[src/rtl/keypad_scanner.sv]
// keypad_scanner: 4x4 matrix keypad scanner.
// Drives one-hot active-low columns, samples pulled-up rows through a two-flop
// synchronizer, debounces press and release, and reports a 4-bit key code
// {row, col} with a valid level and single-cycle press/release pulses.
// Optional feature: define KEYPAD_REPEAT_EN to enable auto-repeat press pulses
// while a key is held (REPEAT_DELAY / REPEAT_RATE, both in ticks).
module keypad_scanner #(
  parameter int unsigned SCAN_DIV     = 50000,
  parameter int unsigned DB_COUNT     = 4,
  parameter int unsigned REPEAT_DELAY = 500,
  parameter int unsigned REPEAT_RATE  = 100
) (
  input  logic       clk,
  input  logic       reset,
  input  logic [3:0] kb_row,
  output logic [3:0] kb_column,
  output logic [3:0] key_code,
  output logic       key_valid,
  output logic       key_press,
  output logic       key_release
);

  localparam int unsigned CntW = (SCAN_DIV > 1) ? $clog2(SCAN_DIV) : 1;
  localparam int unsigned DbW  = (DB_COUNT > 1) ? $clog2(DB_COUNT) : 1;

  localparam logic [1:0] StScan     = 2'd0;
  localparam logic [1:0] StDebounce = 2'd1;
  localparam logic [1:0] StHeld     = 2'd2;
  localparam logic [1:0] StRelease  = 2'd3;

  // Reject configurations the scan/debounce logic cannot honour.
  if (SCAN_DIV < 2 || DB_COUNT < 1 || REPEAT_DELAY < 1 || REPEAT_RATE < 1) begin : g_bad_cfg
    $error("keypad_scanner: invalid parameter configuration");
  end

  logic [3:0]      row_meta_q, row_sync_q;
  logic [CntW-1:0] cnt_q;
  logic            tick;
  logic            any_low;
  logic [1:0]      low_idx;

  logic [1:0]      state_q, state_d;
  logic [1:0]      col_q, col_d;
  logic [DbW-1:0]  db_cnt_q, db_cnt_d;
  logic [3:0]      cand_q, cand_d;
  logic [3:0]      key_code_q, key_code_d;
  logic            key_valid_q, key_valid_d;
  logic            key_press_q, key_press_d;
  logic            key_release_q, key_release_d;

`ifdef KEYPAD_REPEAT_EN
  localparam int unsigned RptW = $clog2(REPEAT_DELAY + REPEAT_RATE + 1);
  logic [RptW-1:0] rpt_cnt_q, rpt_cnt_d, rpt_next;
`endif

  // Two-flop synchronizer for the asynchronous row inputs
  always_ff @(posedge clk) begin
    if (!reset) begin
      row_meta_q <= 4'hF;
      row_sync_q <= 4'hF;
    end else begin
      row_meta_q <= kb_row;
      row_sync_q <= row_meta_q;
    end
  end

  // Column dwell counter; tick marks the last cycle of each dwell
  always_ff @(posedge clk) begin
    if (!reset) begin
      cnt_q <= '0;
    end else if (tick) begin
      cnt_q <= '0;
    end else begin
      cnt_q <= cnt_q + 1'b1;
    end
  end

  assign tick    = (cnt_q == CntW'(SCAN_DIV - 1));
  assign any_low = (row_sync_q != 4'hF);

  // Lowest-index low row wins when several rows are closed
  always_comb begin
    low_idx = 2'd0;
    for (int i = 3; i >= 0; i--) begin
      if (!row_sync_q[i]) low_idx = i[1:0];
    end
  end

  // Scan / debounce state machine; all decisions are taken on tick
  always_comb begin
    state_d       = state_q;
    col_d         = col_q;
    db_cnt_d      = db_cnt_q;
    cand_d        = cand_q;
    key_code_d    = key_code_q;
    key_valid_d   = key_valid_q;
    key_press_d   = 1'b0;
    key_release_d = 1'b0;
`ifdef KEYPAD_REPEAT_EN
    rpt_cnt_d     = rpt_cnt_q;
    rpt_next      = rpt_cnt_q + 1'b1;
`endif
    if (tick) begin
      case (state_q)
        StScan: begin
          if (any_low) begin
            cand_d   = {low_idx, col_q};
            db_cnt_d = '0;
            state_d  = StDebounce;
          end else begin
            col_d = col_q + 2'd1;
          end
        end
        StDebounce: begin
          if (any_low && (low_idx == cand_q[3:2])) begin
            if (db_cnt_q == DbW'(DB_COUNT - 1)) begin
              state_d     = StHeld;
              db_cnt_d    = '0;
              key_code_d  = cand_q;
              key_valid_d = 1'b1;
              key_press_d = 1'b1;
`ifdef KEYPAD_REPEAT_EN
              rpt_cnt_d   = '0;
`endif
            end else begin
              db_cnt_d = db_cnt_q + 1'b1;
            end
          end else begin
            // Bounce or different row: give up and move on without reporting
            state_d  = StScan;
            db_cnt_d = '0;
            col_d    = col_q + 2'd1;
          end
        end
        StHeld: begin
          if (!any_low) begin
            state_d  = StRelease;
            db_cnt_d = '0;
`ifdef KEYPAD_REPEAT_EN
            rpt_cnt_d = '0;
`endif
          end else begin
`ifdef KEYPAD_REPEAT_EN
            // Counter parks at REPEAT_DELAY after each repeat so later repeats
            // are spaced by REPEAT_RATE.
            if (rpt_next == RptW'(REPEAT_DELAY + REPEAT_RATE)) begin
              key_press_d = 1'b1;
              rpt_cnt_d   = RptW'(REPEAT_DELAY);
            end else begin
              if (rpt_next == RptW'(REPEAT_DELAY)) key_press_d = 1'b1;
              rpt_cnt_d = rpt_next;
            end
`endif
          end
        end
        StRelease: begin
          if (!any_low) begin
            if (db_cnt_q == DbW'(DB_COUNT - 1)) begin
              state_d       = StScan;
              db_cnt_d      = '0;
              key_valid_d   = 1'b0;
              key_release_d = 1'b1;
              col_d         = col_q + 2'd1;
            end else begin
              db_cnt_d = db_cnt_q + 1'b1;
            end
`ifdef KEYPAD_REPEAT_EN
            rpt_cnt_d = '0;
`endif
          end else begin
            state_d  = StHeld;
            db_cnt_d = '0;
`ifdef KEYPAD_REPEAT_EN
            rpt_cnt_d = '0;
`endif
          end
        end
        default: begin
          state_d = StScan;
        end
      endcase
    end
  end

  // State and output registers
  always_ff @(posedge clk) begin
    if (!reset) begin
      state_q       <= StScan;
      col_q         <= 2'd0;
      db_cnt_q      <= '0;
      cand_q        <= 4'h0;
      key_code_q    <= 4'h0;
      key_valid_q   <= 1'b0;
      key_press_q   <= 1'b0;
      key_release_q <= 1'b0;
`ifdef KEYPAD_REPEAT_EN
      rpt_cnt_q     <= '0;
`endif
    end else begin
      state_q       <= state_d;
      col_q         <= col_d;
      db_cnt_q      <= db_cnt_d;
      cand_q        <= cand_d;
      key_code_q    <= key_code_d;
      key_valid_q   <= key_valid_d;
      key_press_q   <= key_press_d;
      key_release_q <= key_release_d;
`ifdef KEYPAD_REPEAT_EN
      rpt_cnt_q     <= rpt_cnt_d;
`endif
    end
  end

  assign kb_column   = ~(4'b0001 << col_q);
  assign key_code    = key_code_q;
  assign key_valid   = key_valid_q;
  assign key_press   = key_press_q;
  assign key_release = key_release_q;

endmodule
[config.mk]
export PLATFORM = sky130hd
export DESIGN_NAME = keypad_scanner
export DESIGN_NICKNAME = d
export VERILOG_FILES = /design/src/rtl/keypad_scanner.sv
export SDC_FILE = /design/constraint.sdc
export NUM_CORES = 1
export LEC_CHECK = 0
export ABC_AREA = 1
export CORE_ASPECT_RATIO = 0.75
export CORE_MARGIN = 2
export CORE_UTILIZATION = 46
export CTS_CLUSTER_SIZE = 8
export DETAILED_ROUTE_END_ITERATION = 6
export GPL_ROUTABILITY_DRIVEN = 0
export PLACE_DENSITY = 0.7
export SYNTH_ARGS = -nofsm -noshare
export SYNTH_HDL_FRONTEND = slang
export SYNTH_SLANG_ARGS = --single-unit
[constraint.sdc]
create_clock -name clk -period 1.8 [get_ports clk]
set_clock_uncertainty 0.1 [all_clocks]
set_input_delay 0.54 -clock clk [delete_from_list [all_inputs] [get_ports clk]]
set_output_delay 0.54 -clock clk [all_outputs]
set_load 0.005 [all_outputs]
# Word-level counts from Yosys, hierarchy flattened
# Index checks and enable logic that the tools add are counted.
[word_totals]
register_bits = 41
in_bits = 6
out_inout_bits = 11
word_cells = 77
[op_classes]
n_addsub = 3
eq_ne = 17
n_shift = 1
mux = 28
bitwise = 4
reduce_logical = 13
[op_table]
columns = ["operator", "n"]
rows = [
  ["2-bit two-way mux", 19],
  ["16-bit by 1-bit adder with 16-bit output (second input constant)", 1],
  ["16-bit equality test (second input constant)", 1],
  ["2-bit inequality test (second input constant)", 8],
  ["2-bit case mux with 4 select lines", 2],
  ["6-bit AND reduction", 2],
  ["4-bit AND reduction", 2],
  ["2-bit equality test (second input constant)", 3],
  ["3-bit inequality test (second input constant)", 2],
  ["2-bit case mux with 3 select lines", 1],
  ["3-bit AND reduction", 2],
  ["1-bit two-way mux", 5],
  ["5-bit AND reduction", 1],
  ["2-bit by 1-bit adder with 2-bit output (second input constant)", 2],
  ["4-bit inequality test (second input constant)", 1],
  ["4-bit NOT", 1],
  ["4-bit OR reduction", 1],
  ["1-bit by 2-bit << shifter with 4-bit output (first input constant)", 1],
  ["1-bit NOT", 3],
  ["3-bit nonzero test", 1],
  ["2-bit by 1-bit equality test with 1-bit output (second input constant)", 1],
  ["2-bit equality test", 1],
  ["2-bit zero test", 1],
  ["1-bit case mux with 2 select lines", 1],
  ["other kinds (3)", 3],
]

# Longest topological paths before layout
# Gate-level depths: netlist of run 1.
[depth]
word_depth = 8
ltp_mapped = 12

# Worst setup path before layout of run 1
# No wires, ideal clock.
[synth_path]
path_kind = "flip-flop to flip-flop"
start = "reg cnt_q[0]"
end = "reg state_q[0]"
arrival_ns = 1.393
required_time_ns = 1.585
path_slack_ns = 0.192
stages_incl_launch_ff = 11
path_buffers = 0
cell_sequence = "dfxtp_1 ha_1 nand2_1 inv_2 nand2_1 nor2_2 nand4_1 nor2_1 nand3_1 nand2_1 nor2_1"
[synth_via]
elab_chain_cells = 2
[synth_lines]
columns = ["element", "line", "text"]
rows = [
  ["start: declaration", "37", "logic [CntW-1:0] cnt_q;"],
  ["start signal: assignment", "74", "cnt_q <= cnt_q + 1'b1;"],
  ["16-bit equality test", "78", "assign tick = (cnt_q == CntW'(SCAN_DIV - 1));"],
  ["5-bit AND reduction (no source line)", "n/a", ""],
  ["end signal: assignment", "188", "state_q <= StScan;"],
  ["end signal: assignment", "200", "state_q <= state_d;"],
  ["end: declaration", "42", "logic [1:0] state_q, state_d;"],
]
# No other way between the ends.
# A chain may end at the register's enable or synchronous reset.

# Worst setup path in the final report of run 1
[layout_path]
start = "reg col_q[0]"
end = "out kb_column[1]"
[layout_via]
elab_chain_cells = 2
[layout_lines]
columns = ["element", "line", "text"]
rows = [
  ["start: declaration", "43", "logic [1:0] col_q, col_d;"],
  ["start signal: assignment", "201", "col_q <= col_d;"],
  ["1-bit by 2-bit << shifter with 4-bit output", "214", "assign kb_column = ~(4'b0001 << col_q);"],
  ["4-bit NOT", "214", ""],
  ["end: declaration", "16", "output logic [3:0] kb_column,"],
]
# No other way between the ends.

==> impl_metrics.ini, run 1 <==
[synth]
yosysMostFrequentCell = nand2_1
synthTopCellsByArea = dfxtp_1, nand2_1, nor2_1
synth_top_area_share = 0.4293
syn_inst = 258
synth.distinct_cells = 27
ys_ff_latch = 41
synthTopCellsByCount = nand2_1, dfxtp_1, nor2_1
yosysSeqAreaShare = 0.4293
syn_area_per_cell_sq_um = 7.410
synthArstFlopShare = 0
netlist_area_sq_um = 1912
yosysWarnings = 0
yosysTopAreaCell = dfxtp_1
ys.flop_type = dfxtp_1
synth_edf_count = 0
syn_nets = 270

[setup_path]
startpoint_type = flip-flop
critPathRequiredTime_ns = 1.16
cp_max_fo = 2
cp_cell_sequence = buf_6 > buf_6 > ha_4 > inv_2 > buf_2
crit_family = buffers and inverters
reg2reg_from = cnt_q[1]$_SDFF_PP0_
r2r_slack_ns = 0.09
setup.worst_path.class = flip-flop to output pin
reg2reg_depth = 10
crit_slowest_cell = dfxtp_2
endpoint_kind = output pin
cp_slowest_stage_delay_ns = 0.33
worstReg2RegEnd = cnt_q[11]$_SDFF_PP0_
critPathArrivalTime_ns = 1.13
crit_path_frequent_cell = buf_6
crit_buf_inv = 4

[finish]
diodes = 0
drive_above_1_share = 0.2682
synthToLayoutAreaGrowth_pct = 28.93
finalNetCount = 313
nFillCells = 381
multi_input_area_sq_um = 1003
regArea_sq_um = 828.3

[global_route]
antenna_found_initial = 0
grt_pass1_wl_microns = 6189
grt_pass1_vias = 1451
overflow = 0
track_usage = 0.1735
grt_max_degree = 16

[cts]
insertion_delay_ns = 0.30
cts_max_level = 2
cts_inserted_buffers = 5
cts.sinks = 41
clkTransAtPathRegs_ns = 0.09
clk_path_buf_depth = 2
hold_buffers = 0
cts_root_buf = clkbuf_8
tritoncts = done

[power_and_ir_drop]
p_leak_nw = 1.052
vdd.ir_drop.worst_mv = 0.5032
power_density_nw_per_um2 = 669.5

[route]
drtAntennaViolNets = 0
drt_wl_total_microns = 3748
drt_iter0_markers = 87
drc = 0
drt-pass1-iter-count = 4
viasPerCell = 4.737
wl_per_cell_microns = 10.50
dr_total_vias = 1691

[sta]
setup_slack_ns = 0.03463
rsz0062_at_grt = yes
maxSlewViolCount = 0
hold_violations = 0
tightest_slew_ns = 0.5271
fin_crit_sh = 0.9808
max_freq_mhz = 566.5
finalSetupTns_ns = 0
holdWs_ns = 0.3159
relSlewSlack = 0.6449
setup_viol = 0
fin_crit_ns = 1.765

[hold_path]
hp-start = row_meta_q[3]$_SDFF_PN1_
hold_path.class = flip-flop to flip-flop
hold_path_depth = 1
holdPathEnd = row_sync_q[3]$_SDFF_PN1_

[die]
die_width_microns = 78.44
std_cell_rows = 20
initial_utilization = 0.4745
core_sq_um = 4029
io_pins = 17
die_area_sq_um = 4693
fp.dieH_microns = 59.83

[place]
hpwl_microns = 2701
portBuffers = 16
place_ws_ns = -0.01725

[status]
status = finished, final reports clean

[job]
drv_cap = 0
-- state kept, by name, summed over array words and instances, names as in the netlist --
register,cells
state_q,2
row_meta_q,4
key_valid,1
cnt_q,16
cand_q,4
row_sync_q,4
key_release,1
col_q,2
key_code,4
db_cnt_q,2
key_press,1
-- per-stage QoR --
step	power, mW	area [sq um]	cells	util
finish	1.650	2465	357	0.6118
global route	1.730	2465	357	0.6118
CTS	1.677	2380	353	0.5907
detailed placement	1.038	2257	342	0.5602
global placement	1.036	2257	342	0.5602
floorplan	0.9965	1912	258	-
-- cell families after synthesis --
family                   count (synthesis)  share of synthesized area
AO/OA/AOI/OAI                           34                    0.09424
AND/OR/NAND/NOR                        137                     0.3501
buffers and inverters                   37                    0.07330
XOR/XNOR                                 3                    0.01375
flip-flops                              41                     0.4293
adder cells (fa/ha/maj)                  6                    0.03927
-- where the power goes --
group	internal, mW	switching, mW	leakage (nW)	total [mW]
clock network	0.280	0.349	0.0447	0.629
registers	0.921	0.00725	0.335	0.928
logic	0.0446	0.0493	0.672	0.0938
-- cells in the final DEF, fill, tap and decap left out, types with 5 or more instances in the layout --
cell type | synthesis | layout
nand2_1 | 47 | 45
nor2_4 | 4 | 6
or2_2 | 8 | 8
a21oi_1 | 18 | 18
nand4_1 | 5 | 5
nor2_2 | 7 | 6
inv_1 | 32 | 29
clkbuf_8 | 0 | 5
buf_4 | 0 | 18
o21ai_0 | 7 | 7
dfxtp_1 | 41 | 35
dfxtp_2 | 0 | 6
clkdlybuf4s50_1 | 0 | 7
nand3_1 | 17 | 16
nor2_1 | 33 | 32
nor3_1 | 7 | 7
-- layout make-up --
class	instances	area share
Timing Repair Buffer	38	0.1355
Tap cell	55	0.02792
Clock buffer	5	0.02792
Inverter	35	0.05533
Multi-Input combinational cell	180	0.4071
Sequential cell	41	0.3360
Clock inverter	3	0.01015
-- how the worst max path moves through the flow --
stage                             start                      end  slack (ns)  cells past startpoint
2_1_floorplan       cnt_q[0]$_SDFF_PP0_  state_q[0]$_SDFFE_PN0P_        0.19                     10
3_3_place_gp      col_q[0]$_SDFFE_PN0P_             kb_column[0]      -0.002                      4
3_5_place_dp      col_q[0]$_SDFFE_PN0P_             kb_column[0]       -0.02                      4
4_1_cts        key_code[1]$_SDFFE_PN0P_              key_code[1]      0.0004                      1
5_1_grt             cnt_q[1]$_SDFF_PP0_     key_press$_SDFF_PN0_       -0.02                     10
6_report          col_q[0]$_SDFFE_PN0P_             kb_column[1]        0.03                      5
-- timing repair --
action | CTS | global route
buffers inserted | 4 | 4
endpoints found under the hold margin | 0 | 0
pin swaps | 0 | 5
setup endpoints to repair | 7 | 18
gates cloned | 0 | 0
resized for setup | 29 | 19
-- per-layer routing --
metal | routed length (microns) | track usage
met5 | 0 | 0
met3 | 142 | 0.06344
met2 | 1511 | 0.2525
met1 | 2018 | 0.2356
met4 | 75 | 0.06767
(Power assumes the default switching activity.)
==> run 2, diff against run 1 <==
==> constraint.sdc (replaced) <==
create_clock -name clk -period 1.8 [get_ports clk]
set_clock_uncertainty 0.1 [all_clocks]
set_input_delay 0.18 -clock clk [delete_from_list [all_inputs] [get_ports clk]]
set_output_delay 0.18 -clock clk [all_outputs]
set_load 0.005 [all_outputs]
==> run 2 against run 1 <==
Global-route usage is 0.10 points higher. Non-clock buffer count decreased by 13. Critical endpoint is now kb_column[2]. Worst setup slack gained 0.036 ns. Fmax grew 2.1%. Largest cell class unchanged. Die area unchanged. Flip-flop and latch count unchanged. Combinational power down 9.8%. Via count is 4.3% lower. Register-to-register slack about the same.
==> impl_metrics.ini, run 2 (synthesis results as in run 1) <==
[cts]
tritoncts = done
clkTransAtPathRegs_ns = 0.07
cts.sinks = 41
cts_inserted_buffers = 5
insertion_delay_ns = 0.29
hold_buffers = 0
cts_root_buf = clkbuf_8
clk_path_buf_depth = 2
cts_max_level = 2

[die]
die_area_sq_um = 4693
fp.dieH_microns = 59.83
die_width_microns = 78.44
std_cell_rows = 20
core_sq_um = 4029
initial_utilization = 0.4745
io_pins = 17

[global_route]
track_usage = 0.1746
grt_pass1_vias = 1370
grt_pass1_wl_microns = 6182
grt_max_degree = 16
overflow = 0
antenna_found_initial = 0

[status]
status = finished, final reports clean

[route]
dr_total_vias = 1619
viasPerCell = 4.706
drt-pass1-iter-count = 4
wl_per_cell_microns = 10.97
drt_wl_total_microns = 3775
drt_iter0_markers = 94
drtAntennaViolNets = 0
drc = 0

[finish]
synthToLayoutAreaGrowth_pct = 24.21
nFillCells = 372
top_register = cnt_q
mostFrequentLayoutCells = nand2_1, dfxtp_1, inv_1, nor2_1, a21oi_1
layout_commonest_cell = nand2_1
fin_area_sq_um = 2375
largest_register_ffs = 16
finalNetCount = 300
fin_util = 0.5894
drive_above_1_share = 0.1972
diodes = 0

[power_and_ir_drop]
sw_frac_of_total = 0.2036
pwr-share-clk = 0.428
p_int_mw = 1.407
power_density_nw_per_um2 = 743.7
p_total_mw = 1.766
switchingPower_mw = 0.3595
seqPwrFrac = 0.524
p_leak_nw = 0.9490
vdd.ir_drop.worst_mv = 0.4286
p_comb_frac = 0.048

[sta]
fin_crit_sh = 0.9606
holdWs_ns = 0.3147
rsz0062_at_grt = yes
fin_crit_ns = 1.729
hold_violations = 0
max_freq_mhz = 578.3
relSlewSlack = 0.6597
setup_viol = 0
tightest_slew_ns = 0.5051
finalSetupTns_ns = 0
maxSlewViolCount = 0

[setup_path]
cp_max_fo = 5
critPathArrivalTime_ns = 1.45
endpoint_kind = output pin
startpoint_type = flip-flop
critPathRequiredTime_ns = 1.52
setup.worst_path.class = flip-flop to output pin

[place]
hpwl_microns = 2754
portBuffers = 16
placed_cell_area_sq_um = 2170

[hold_path]
hold_path.class = flip-flop to flip-flop

[job]
drv_cap = 0
run 2: cell count changes in the layout (fill, tap and decap cells not counted), sizes merged:
cell and change:
buf -17, bufinv +1, clkbuf +2, clkdlybuf4s50 +8, clkinv -1, clkinvlp -1, dlygate4sd2 -2, dlymetal6s2s -2
inv -1
run 2: cell type report:
type	count	area, sq um	area share
inverter	35	131.4	0.05532
multi-input combinational	180	989.7	0.4168
clock inverter	1	30.03	0.01264
tap	55	68.82	0.02898
clock buffer	7	86.33	0.03635
timing repair buffer	25	237.7	0.1001
sequential	41	830.8	0.3498
run 2: worst max-delay path, stage by stage, from the launching register on:
cell and delay (ns):
dfxtp_4 0.38, inv_1 0.07, ha_1 0.19, inv_1 0.04
clkdlybuf4s50_1 0.48
run 2: repair_timing:
action | CTS | global route
pin swaps | 4 | 2
setup buffers | 2 | 2
gates cloned | 0 | 0
endpoints found under the setup margin | 8 | 15
resized for setup | 7 | 13
run 2: path summary, 6_finish.rpt:
| path | cells after the start | from | endpoint | slack (ns) |
|---|---|---|---|---|
| hold / removal | 1 | row_meta_q[2]$_SDFF_PN1_ | row_sync_q[2]$_SDFF_PN1_ | 0.31 |
| hold reg to reg | 1 | row_meta_q[2]$_SDFF_PN1_ | row_sync_q[2]$_SDFF_PN1_ | 0.31 |
| setup reg to reg | 10 | cnt_q[0]$_SDFF_PP0_ | key_code[0]$_SDFFE_PN0P_ | 0.09 |
| setup / recovery | 4 | col_q[0]$_SDFFE_PN0P_ | kb_column[2] | 0.07 |
run 2: stage by stage:
stage                     setup WS [ns]  instances
after floorplan                  0.1923        258
after global routing           -0.02667        344
after CTS                       0.01431        342
final                           0.07093        344
after detailed placement      -0.006973        332
after global placement          0.02719        332
run 2: metal layers:
metal / global-route usage / vias to the layer above / routed length [microns]
li1: - / 887 / -
met1: 0.2563 / 708 / 2072
met2: 0.2291 / 22 / 1544
met3: 0.05891 / 2 / 126
met4: 0.07519 / 0 / 32
met5: 0 / - / 0
run 2: power groups by stage:
stage	clock network [mW]	logic, mW	registers, mW
floorplan	0	0.0502	0.946
global placement	0	0.0767	0.947
finish	0.756	0.0846	0.925
CTS	0.780	0.0794	0.928
detailed placement	0	0.0771	0.948
global route	0.825	0.0962	0.927
==> edit 1: new RTL, flow settings as in run 1 <==
`key_code_q` no longer has a reset.
--- a/src/rtl/keypad_scanner.sv
+++ b/src/rtl/keypad_scanner.sv
@@ -191,3 +191,2 @@
       cand_q        <= 4'h0;
-      key_code_q    <= 4'h0;
       key_valid_q   <= 1'b0;
@@ -203,3 +202,2 @@
       cand_q        <= cand_d;
-      key_code_q    <= key_code_d;
       key_valid_q   <= key_valid_d;
@@ -211,2 +209,6 @@
     end
+  end
+
+  always_ff @(posedge clk) begin
+    key_code_q <= key_code_d;
   end
Behaviour: no difference found for any inputs over 10 cycles, from zero or initial values and one cycle with reset low; that may be too few to reach the edited logic, so the function may still have changed.
==> edit 1 against run 1 <==
- count of clock-buffer cells in the layout did not move
- area after synthesis fell by 0.92%
- synthesized cell count fell by 6.2%
- critical path depth fell by 4
- sequential cell count did not move
- sequential power rose by 2%
- wire length fell by 7.1%
- clock power fell by 6.7%
- die area fell by 0.86%
- power fell by 2.4%
- worst setup slack improved by 0.012 ns
- design area fell by 3.9%
- critical path type unchanged
==> edit 1: results (changes against run 1) <==
| Metric | Value |
|---|---|
| Worst vdd ir | 0.518 mV (+3.0%) |
| Nets | 293 (-6.4%) |
| Async set-reset flop share out of synthesis | 0 (unchanged) |
| Number of global-route vias before repair | 1372 (-5.4%) |
| Share of cells above drive strength 1 | 0.273 (+0.00484) |
| Outcome | finished, final reports clean |
| Worst r2r path cells | 10 (unchanged) |
| IO buf count | 16 (unchanged) |
| Origin of the worst setup path | key_release$_SDFF_PP0_ |
| Post-DP HPWL | 2.59 mm (-4.1%) |
| Mapped Nets | 254 (-5.9%) |
| Tightest Pin Transition | 0.355 ns (-0.172 ns) |
| Netlist cell types | 30 (+11%) |
| Vias per Instance | 4.71 (-0.58%) |
| HP Start | row_meta_q[0]$_SDFF_PN1_ |
| Drt wl/cell | 10.3 um (-1.6%) |
| Final min period | 1.75 ns (-0.0123 ns) |
| LEAKAGE | 0.000985 uW (-6.4%) |
| Top post-synthesis cells by count | nand2_1 (46), dfxtp_1 (37), inv_1 (28) |
| CP max stage delay | 0.50 ns (+0.17 ns) |
| Drt first pass iters | 4 (unchanged) |
| GRT Overall Usage | 0.169 (-0.00476) |
| Arrival time at the worst endpoint | 1.11 ns (-0.02 ns) |
| Reg clk slew, reported paths | 0.07 ns (-0.02 ns) |
| Worst slack, placed | -0.0155 ns (+0.00170 ns) |
| CP Max Fanout | 1 (-1) |
| Drt initial violations | 68 (-22%) |
| First-pass GRT wire length | 6.04 mm (-2.5%) |
| CP max stage cell | clkdlybuf4s50_1 |
| Leading post-synthesis cells by cell area | dfxtp_1 (39%), nand2_1 (9.1%), edfxtp_1 (6.3%) |
| Number of synthesized flops with an enable pin | 4 (+4) |
| Sequential-to-total area share from yosys stat | 0.454 (+0.0251) |
edit 1: cell count changes after synthesis, moves of 3 or more:
cell / run 1 / this run
a21oi_1: 18 / 15
edfxtp_1: 0 / 4
nor2_1: 33 / 27
inv_1: 32 / 28
o21ai_1: 4 / 0
nor3_1: 7 / 4
nor2_2: 7 / 10
dfxtp_1: 41 / 37
inv_2: 3 / 6
nand3_1: 17 / 13
edit 1: cells by family after synthesis:
family / synth area share
AND/OR/NAND/NOR: 0.341
flip-flops: 0.454
buffers and inverters: 0.0760
AO/OA/AOI/OAI: 0.0707
adder cells (fa/ha/maj): 0.0396
XOR/XNOR: 0.0185
edit 1: power by group:
part	switching (uW)	internal, uW	leakage [uW]
combinational	45.0	36.8	0.000607
sequential	8.39	933	0.000330
clock	318	268	0.0000482
total	372	1240	0.000985
edit 1: metal layers:
metal	vias up	wire length, um	global-route usage
li1	853	-	-
met1	696	1840	0.233
met2	33	1450	0.254
met3	5	159	0.0595
met4	0	34	0.0451
met5	-	0	0
edit 1: final timing paths:
check	endpoint
max reg2reg	cnt_q[12]$_SDFF_PP0_
min	row_sync_q[0]$_SDFF_PN1_
max	key_release
min reg2reg	row_sync_q[0]$_SDFF_PN1_
edit 1: per-stage QoR:
stage | hold WS [ns] | total power, uW | cell area, um^2 | instances
after global placement | 0.295 | 1030 | 2210 | 324
final | 0.314 | 1610 | 2370 | 337
after floorplan | 0.293 | 1010 | 1900 | 242
after detailed placement | 0.297 | 1040 | 2210 | 324
after global routing | 0.329 | 1680 | 2370 | 337
after CTS | 0.315 | 1610 | 2330 | 334
edit 1: final cells by class:
type / count / area, um^2
Inverter: 34 / 133
Timing Repair Buffer: 35 / 302
Fill cell: 370 / 1630
Multi-Input combinational cell: 164 / 915
Clock inverter: 3 / 16.3
Tap cell: 55 / 68.8
Sequential cell: 41 / 867
Clock buffer: 5 / 68.8
edit 1: timing repair:
item                       4_1_cts  5_1_grt
gates resized for setup         15       15
setup endpoints to repair        6       36
hold endpoints to repair         0        0
pin swaps                        0        6
setup buffers                    2        3
==> edit 2: new RTL, flow settings as in run 1 <==
Without the edit above. The option `KEYPAD_REPEAT_EN` is turned on by a define.
--- a/src/rtl/keypad_scanner.sv
+++ b/src/rtl/keypad_scanner.sv
@@ -6,2 +6,4 @@
 // while a key is held (REPEAT_DELAY / REPEAT_RATE, both in ticks).
+`define KEYPAD_REPEAT_EN
+
 module keypad_scanner #(
Behaviour: same outputs for any inputs over 10 cycles, from zero or initial values and one cycle with reset low; that may be too few to reach the edited logic, so the function may still have changed.
==> edit 2 against run 1 <==
- sequential cell count grew 10
- design area grew 38%
- power grew 22%
- wire length grew 62%
- maximum frequency shrank 1.7%
- global-route usage grew 1.1 points
- non-clock buffer count grew 2
- worst setup slack lost 0.030 ns
- area after synthesis grew 41%
==> edit 2: results (changes against run 1) <==
| Metric | Value |
|---|---|
| FF-to-FF Start | cnt_q[1]$_SDFF_PP0_ |
| Worst slew margin | 0.785 (+0.140) |
| Leading post-synthesis cells by cell area | dfxtp_1 (38%), nand2_1 (14%), inv_1 (7.0%) |
| Largest net degree at the start of global routing | 17 (+1) |
| Initial antenna violation count | 0 (unchanged) |
| GRT Overall Usage | 0.185 (+0.0114) |
| Share of cells above drive strength 1 | 0.292 (+0.0238) |
| Metal-1 WL | 3.11 mm (+54%) |
| Int Pwr | 1590 uW (+28%) |
| LEAKAGE | 0.00139 uW (+32%) |
| First-pass GRT wire length | 9.74 mm (+57%) |
| HP Start | row_meta_q[1]$_SDFF_PN1_ |
| Drt wl/cell | 12.0 um (+15%) |
| Placed insts | 494 (+44%) |
| Vias per Instance | 4.91 (+3.6%) |
| Routed Wire Length | 6.09 mm (+62%) |
| Worst vdd ir | 0.395 mV (-21%) |
| Drt initial violations | 147 (+69%) |
| Nets | 446 (+42%) |
| Clk_lat worst skew | 0.30 ns (about the same) |
| Mapped Nets | 404 (+50%) |
| Routed length on met3 | 232 um (+63%) |
| Arrival time at the worst endpoint | 1.93 ns (+0.80 ns) |
| Netlist cell types | 35 (+30%) |
| Fill count | 527 (+38%) |
| CP max stage delay | 0.36 ns (+0.03 ns) |
| Worst r2r path cells | 9 (-1) |
| Top post-synthesis cells by count | nand2_1 (101), dfxtp_1 (51), inv_1 (50) |
| CP Max Fanout | 7 (+5) |
| Met2 routed WL | 2.70 mm (+79%) |
| Crit path max-delay family | simple AND/OR/NAND/NOR gates |
| Post-DP HPWL | 4.31 mm (+59%) |
| Sequential-to-total area share from yosys stat | 0.378 (-0.0508) |
| Worst reg2reg setup slack | 0.004 ns (-0.09 ns) |
| Outcome | finished, final reports clean |
edit 2: changes by cell type after synthesis, moves of 7 or more:
cell     before  now
dfxtp_1      41   51
nand3_1      17   28
inv_1        32   50
nor2_1       33   40
nand2_1      47  101
edit 2: stage by stage:
| step | util | hold WS, ns | area [um^2] | worst slack, ns | TNS, ns |
|---|---|---|---|---|---|
| 3_3_place_gp | 0.535 | 0.295 | 3070 | -0.0714 | -0.752 |
| 3_5_place_dp | 0.535 | 0.298 | 3070 | -0.0744 | -0.823 |
| 5_1_grt | 0.592 | 0.330 | 3400 | -0.147 | -0.971 |
| 2_1_floorplan | - | 0.293 | 2700 | 0.169 | 0 |
| 4_1_cts | 0.554 | 0.319 | 3180 | 0.00369 | 0 |
| 6_report | 0.592 | 0.318 | 3400 | 0.00443 | 0 |
edit 2: cells by family after synthesis:
| family | count (synthesis) | synth area share |
|---|---|---|
| fa+ha+maj | 12 | 0.0557 |
| xor+xnor | 4 | 0.0130 |
| compound gates | 42 | 0.0895 |
| buf+inv | 59 | 0.0904 |
| flops | 51 | 0.378 |
| simple gates | 218 | 0.373 |
edit 2: routing by layer:
metal	vias to the layer above	GRT usage
met5	-	0
met4	0	0.0431
met3	6	0.0410
met2	51	0.280
met1	1134	0.268
li1	1291	-
edit 2: cell type report:
class / instances / area share
inverter: 54 / 0.0604
sequential: 51 / 0.308
clock buffer: 6 / 0.0214
multi-input combinational: 276 / 0.473
clock inverter: 1 / 0.00884
tap: 78 / 0.0287
timing repair buffer: 40 / 0.100
edit 2: worst max path at each step:
stage,to,slack [ns],cells past startpoint
2_1_floorplan,rpt_cnt_q[2]$_SDFFE_PN0P_,0.17,10
3_3_place_gp,state_q[1]$_SDFFE_PN0P_,-0.07,4
3_5_place_dp,db_cnt_q[0]$_SDFFE_PN0P_,-0.07,4
4_1_cts,db_cnt_q[0]$_SDFFE_PN0P_,0.004,10
5_1_grt,rpt_cnt_q[9]$_SDFFE_PN0P_,-0.15,9
6_report,rpt_cnt_q[9]$_SDFFE_PN0P_,0.004,9
edit 2: power groups by stage:
stage,combinational [uW],sequential [uW],clock [uW]
final,92.5,1150,774
after global routing,102,1150,836
after CTS,85.9,1150,787
after detailed placement,85.8,1170,0
after global placement,84.0,1170,0
after floorplan,52.8,1170,0
edit 2: repair_timing:
action	CTS	global route
cloned	0	0
hold buffers	0	0
buffers inserted	2	3
gates resized for setup	22	61
setup endpoints to repair	4	34
pin swaps	0	14
